--- src/rtl/irq_ack_dispatcher.sv ---
// irq_ack_dispatcher: req edges -> pend latches, winner code -> one-hot ack, four-phase handshake with timeout/err/svc_cnt
module irq_ack_dispatcher #(
  parameter int NCH     = 9,
  parameter int TIMEOUT = 64,
  parameter int CNT_W   = 16
) (
  input  logic             clk,
  input  logic             rst,
  input  logic [NCH-1:0]   req_a,
  input  logic [NCH-1:0]   req_b,
  input  logic [NCH-1:0]   req_c,
  output logic [NCH-1:0]   pend_a,
  output logic [NCH-1:0]   pend_b,
  output logic [NCH-1:0]   pend_c,
  input  logic             win_valid,
  input  logic [1:0]       win_bus,
  input  logic [3:0]       win_chan,
  output logic [NCH-1:0]   ack_a,
  output logic [NCH-1:0]   ack_b,
  output logic [NCH-1:0]   ack_c,
  output logic             busy,
  output logic             err,
  output logic             tmo,
  output logic [CNT_W-1:0] svc_cnt
);
  localparam int N  = 3 * NCH;
  localparam int IW = $clog2(N);
  localparam int TW = $clog2(TIMEOUT);
  localparam logic [3:0] CMAX = 4'(NCH - 1);
  typedef enum logic [1:0] {IDLE, ACK, WAIT_REL, RECOVER} state_t;
  state_t           state_q, state_d;
  logic [N-1:0]     req_all, req_q, req_d, pend_q, pend_d, win_oh, sel_oh;
  logic [IW-1:0]    sel_q, sel_d, win_idx;
  logic [TW-1:0]    cnt_q, cnt_d;
  logic [CNT_W-1:0] svc_q, svc_d;
  logic             err_q, err_d, tmo_q, tmo_d, code_ok, win_take, rel;
  assign req_all  = {req_c, req_b, req_a};
  assign win_idx  = IW'(win_bus) * IW'(NCH) + IW'(win_chan);
  assign code_ok  = (win_bus <= 2'd2) && (win_chan <= CMAX);
  assign win_oh   = N'(1) << win_idx;
  assign win_take = (state_q == IDLE) && win_valid && code_ok && |(pend_q & win_oh);
  assign sel_oh   = N'(1) << sel_q;
  assign rel      = ~|(req_all & sel_oh);
  always_comb begin
    state_d = state_q;
    sel_d   = sel_q;
    cnt_d   = cnt_q;
    svc_d   = svc_q;
    tmo_d   = 1'b0;
    req_d   = req_all;
    err_d   = err_q | ((state_q == IDLE) && win_valid && !win_take);
    pend_d  = (pend_q & ~(win_take ? win_oh : '0)) | (req_all & ~req_q);
    case (state_q)
      IDLE: begin
        state_d = win_take ? ACK : IDLE;
        sel_d   = win_take ? win_idx : sel_q;
      end
      ACK: begin
        state_d = WAIT_REL;
        cnt_d   = '0;
      end
      WAIT_REL: begin
        if (rel) begin
          state_d = RECOVER;
          svc_d   = &svc_q ? svc_q : svc_q + 1'b1;
        end else if (cnt_q == TW'(TIMEOUT - 1)) begin
          state_d = RECOVER;
          tmo_d   = 1'b1;
        end else begin
          cnt_d = cnt_q + 1'b1;
        end
      end
      default: state_d = IDLE;
    endcase
  end
  always_ff @(posedge clk) begin
    if (rst) begin
      state_q <= IDLE;
      sel_q   <= '0;
      cnt_q   <= '0;
      svc_q   <= '0;
      err_q   <= 1'b0;
      tmo_q   <= 1'b0;
      req_q   <= '0;
      pend_q  <= '0;
    end else begin
      state_q <= state_d;
      sel_q   <= sel_d;
      cnt_q   <= cnt_d;
      svc_q   <= svc_d;
      err_q   <= err_d;
      tmo_q   <= tmo_d;
      req_q   <= req_d;
      pend_q  <= pend_d;
    end
  end
  assign {pend_c, pend_b, pend_a} = pend_q;
  assign {ack_c, ack_b, ack_a}    = (state_q == ACK || state_q == WAIT_REL) ? sel_oh : '0;
  assign busy    = state_q != IDLE;
  assign err     = err_q;
  assign tmo     = tmo_q;
  assign svc_cnt = svc_q;
endmodule

--- config.mk ---
export PLATFORM = sky130hd
export DESIGN_NAME = irq_ack_dispatcher
export DESIGN_NICKNAME = d
export VERILOG_FILES = /design/src/rtl/irq_ack_dispatcher.sv
export SDC_FILE = /design/constraint.sdc
export NUM_CORES = 1
export LEC_CHECK = 0
export CAP_MARGIN = 0
export CORE_ASPECT_RATIO = 0.7
export CORE_MARGIN = 2
export CORE_UTILIZATION = 45
export DETAILED_ROUTE_END_ITERATION = 8
export GPL_ROUTABILITY_DRIVEN = 0
export PLACE_DENSITY = 0.76
export SLEW_MARGIN = 40
export SYNTH_ARGS = -nofsm -noshare
export SYNTH_HDL_FRONTEND = slang
export SYNTH_SLANG_ARGS = --single-unit
--- constraint.sdc ---
create_clock -name clk -period 3.3 [get_ports clk]
set_input_delay 0.66 -clock clk [delete_from_list [all_inputs] [get_ports clk]]
set_output_delay 0.66 -clock clk [all_outputs]
set_load 0.02 [all_outputs]
==> run metrics <==
yosys warns 0; Max Root-Sink Buffers 2; first-pass iteration count of the detailed router 5; most frequent cells in the layout clkdlybuf4s50_1, dfxtp_1, buf_4, nor2_1; Hold Path Stages 2; hpwl dp 11260 um; IO Count 109; CP peak stage delay 530 ps; GRT overflow 0; row count 30; wire length per cell 18.23 um; Setup TNS 0 ps; Yosys reg bits 85; vias per inst 5.902; CTS sink cnt 85; Worst Skew 7.573 ps; WP data required 3570 ps; Sequential cell area 0.001702 mm^2; Achievable Freq 0.3043 GHz; fin crit share 0.9959; number of global-route vias before repair 4462; Layout area overhead 47.71%; R2R depth 7; critical-path cell list buf_6, ha_4, ha_4, inv_2, fa_2, or3b_2, a31oi_1, nor2_1, o32ai_4, nor3_4, buf_6, buf_4, a211o_1, a21oi_1; status finished clean; Lkg Pwr 2.493 nW; Crit path arrival time 3560 ps; Setup crit end kind register; relative slew slack 0.5956; path length in cells of the critical path 14; CTS Root Cell clkbuf_16; Cells after Synth 546; critical-path maximum fanout 5; die span in y 88.30 um; number of nets with antenna violations after routing 0; crit path buf inv count 4; Nets 747; RSZ-0062 raised after global routing true; Max Cap Viol 0; # fillers 758; Setup crit start kind input pin; EDFF count, synth 0; HP Class register to register; family with the most delay on the worst path adder cells; crit path time final 3286 ps; critical path class input pin to register; port bufs 108; Starting Density 0.4663; commonest non-fill, non-tap cell in the layout clkdlybuf4s50_1; hold buffer count at CTS 0; antenna fix cells 0; CTS Buf Count 9; async set-reset flop share out of synthesis 0; PD cells 475.7 mW/mm^2; Final setup violation count 0; initial DRC count 434; first-pass GRT wire length 23260 um; Core Area 0.009797 mm^2; Final Hold Fails 0; Mean Syn Cell Area 8.367 um^2; distinct cell type count after synthesis 66; Post-Syn Area 0.004568 mm^2; CTS H-tree lvls 3; initial antenna violation count 0; Residual DRC 0; multi-input logic area 0.002895 mm^2; register area share after synthesis 0.3725; maximum vdd drop 0.2588 mV; Reg clk slew, reported paths 70 ps; Max Slew Vio Count 0; Fin Hold WS 486.2 ps; CP max-delay cell fa_2; total detailed-routing wirelength 15180 um; die width 124.4 um; Via Count 4916; worst-margin pin slew 601.1 ps; clock latency at the later pin of the worst-skew pair 340 ps; Most used DFF post-synth dfxtp_1; share of cells above drive strength 1 0.1901; post-synthesis net count 593; Total Die Area 0.01099 mm^2; GRT Total Usage 0.2661; CTS tree done; largest net degree at the start of global routing 46
[cell families (layout without fill, tap and decap cells)]
group / Yosys count / count (layout) / synth area share
flip-flops: 85 / 85 / 0.3725
AO/OA/AOI/OAI: 123 / 123 / 0.1863
multiplexers: 21 / 21 / 0.04820
adder cells (fa/ha/maj): 11 / 11 / 0.03177
AND/OR/NAND/NOR: 248 / 248 / 0.3007
XOR/XNOR: 6 / 6 / 0.01150
buffers and inverters: 52 / 211 / 0.04903
[tightest hold or removal path: stages, from the launching register on]
cell     delay (ps)
dfxtp_1         330
o21ai_2          50
a21oi_1          50
[report_power, final]
part | total, mW | leakage [nW] | switching, mW | internal [mW]
combinational | 0.960 | 1.64 | 0.523 | 0.437
sequential | 1.15 | 0.701 | 0.0658 | 1.09
clock | 1.10 | 0.154 | 0.427 | 0.670
[stage by stage]
stage / setup slack [ps] / total power, mW / instance area [um^2] / util / cells
finish: 13.55 / 3.210 / 6748 / 0.6888 / 833
global route: -95.83 / 3.324 / 6748 / 0.6888 / 833
CTS: 7.579 / 3.126 / 6584 / 0.6720 / 833
detailed placement: -793.8 / 2.018 / 6212 / 0.6341 / 817
global placement: -654.4 / 1.997 / 6212 / 0.6341 / 817
floorplan: -32.95 / 1.628 / 4638 / - / 546
[metal layers]
metal	share of wire	vias up	global-route usage
li1	-	2293	-
met4	0.012	0	0.05107
met2	0.44	246	0.4218
met3	0.090	19	0.07074
met5	0	-	0
met1	0.46	2358	0.3720
[state kept, by name, indices dropped and copies added, names as in the netlist]
| signal | flops |
|---|---|
| pend_q | 27 |
| req_q | 27 |
| svc_cnt | 16 |
| cnt_q | 6 |
| sel_q | 5 |
| state_q | 2 |
| err | 1 |
| tmo | 1 |
[cell type report]
| class | count | area share |
|---|---|---|
| Sequential cell | 85 | 0.2522 |
| Timing Repair Buffer | 175 | 0.2360 |
| Inverter | 20 | 0.01113 |
| Clock buffer | 10 | 0.03393 |
| Tap cell | 128 | 0.02373 |
| Multi-Input combinational cell | 409 | 0.4291 |
| Clock inverter | 6 | 0.01391 |
[synth_stat cells (3+ instances only)]
library cell,number,share of area
dfxtp_1,85,0.37
nor2_1,45,0.037
nor2b_1,43,0.059
a21oi_1,41,0.045
nand3_1,28,0.031
nand2b_1,26,0.036
nor3_1,23,0.025
o21ai_0,21,0.023
inv_1,20,0.016
nand2_1,19,0.016
buf_2,16,0.018
mux2i_1,16,0.035
or3_1,13,0.018
clkbuf_1,11,0.0090
ha_1,10,0.027
or4_1,9,0.015
nand4_1,8,0.011
o31ai_1,8,0.013
a311oi_1,7,0.013
nand3b_1,7,0.012
nor4_1,7,0.0096
a211oi_1,6,0.0099
and3_1,6,0.0082
a31oi_1,5,0.0068
a221oi_1,4,0.0077
xor2_1,4,0.0077
a21bo_2,3,0.0066
buf_1,3,0.0025
nor4b_1,3,0.0058
o211ai_1,3,0.0049
[path summary, 6_finish.rpt]
kind / from / to / slack [ps]
min: pend_q[20]$_SDFF_PP0_ / pend_q[20]$_SDFF_PP0_ / 490
min reg2reg: pend_q[20]$_SDFF_PP0_ / pend_q[20]$_SDFF_PP0_ / 490
max: win_chan[1] / sel_q[3]$_SDFFE_PP0P_ / 10
max reg2reg: sel_q[0]$_SDFFE_PP0P_ / svc_cnt[15]$_SDFFE_PP0P_ / 360
[what timing repair did]
action	4_1_cts	5_1_grt
resized for setup	28	42
endpoints found under the setup margin	34	21
buffers inserted	2	1
pin swaps	9	24
Power figures use the tool's default switching activity.
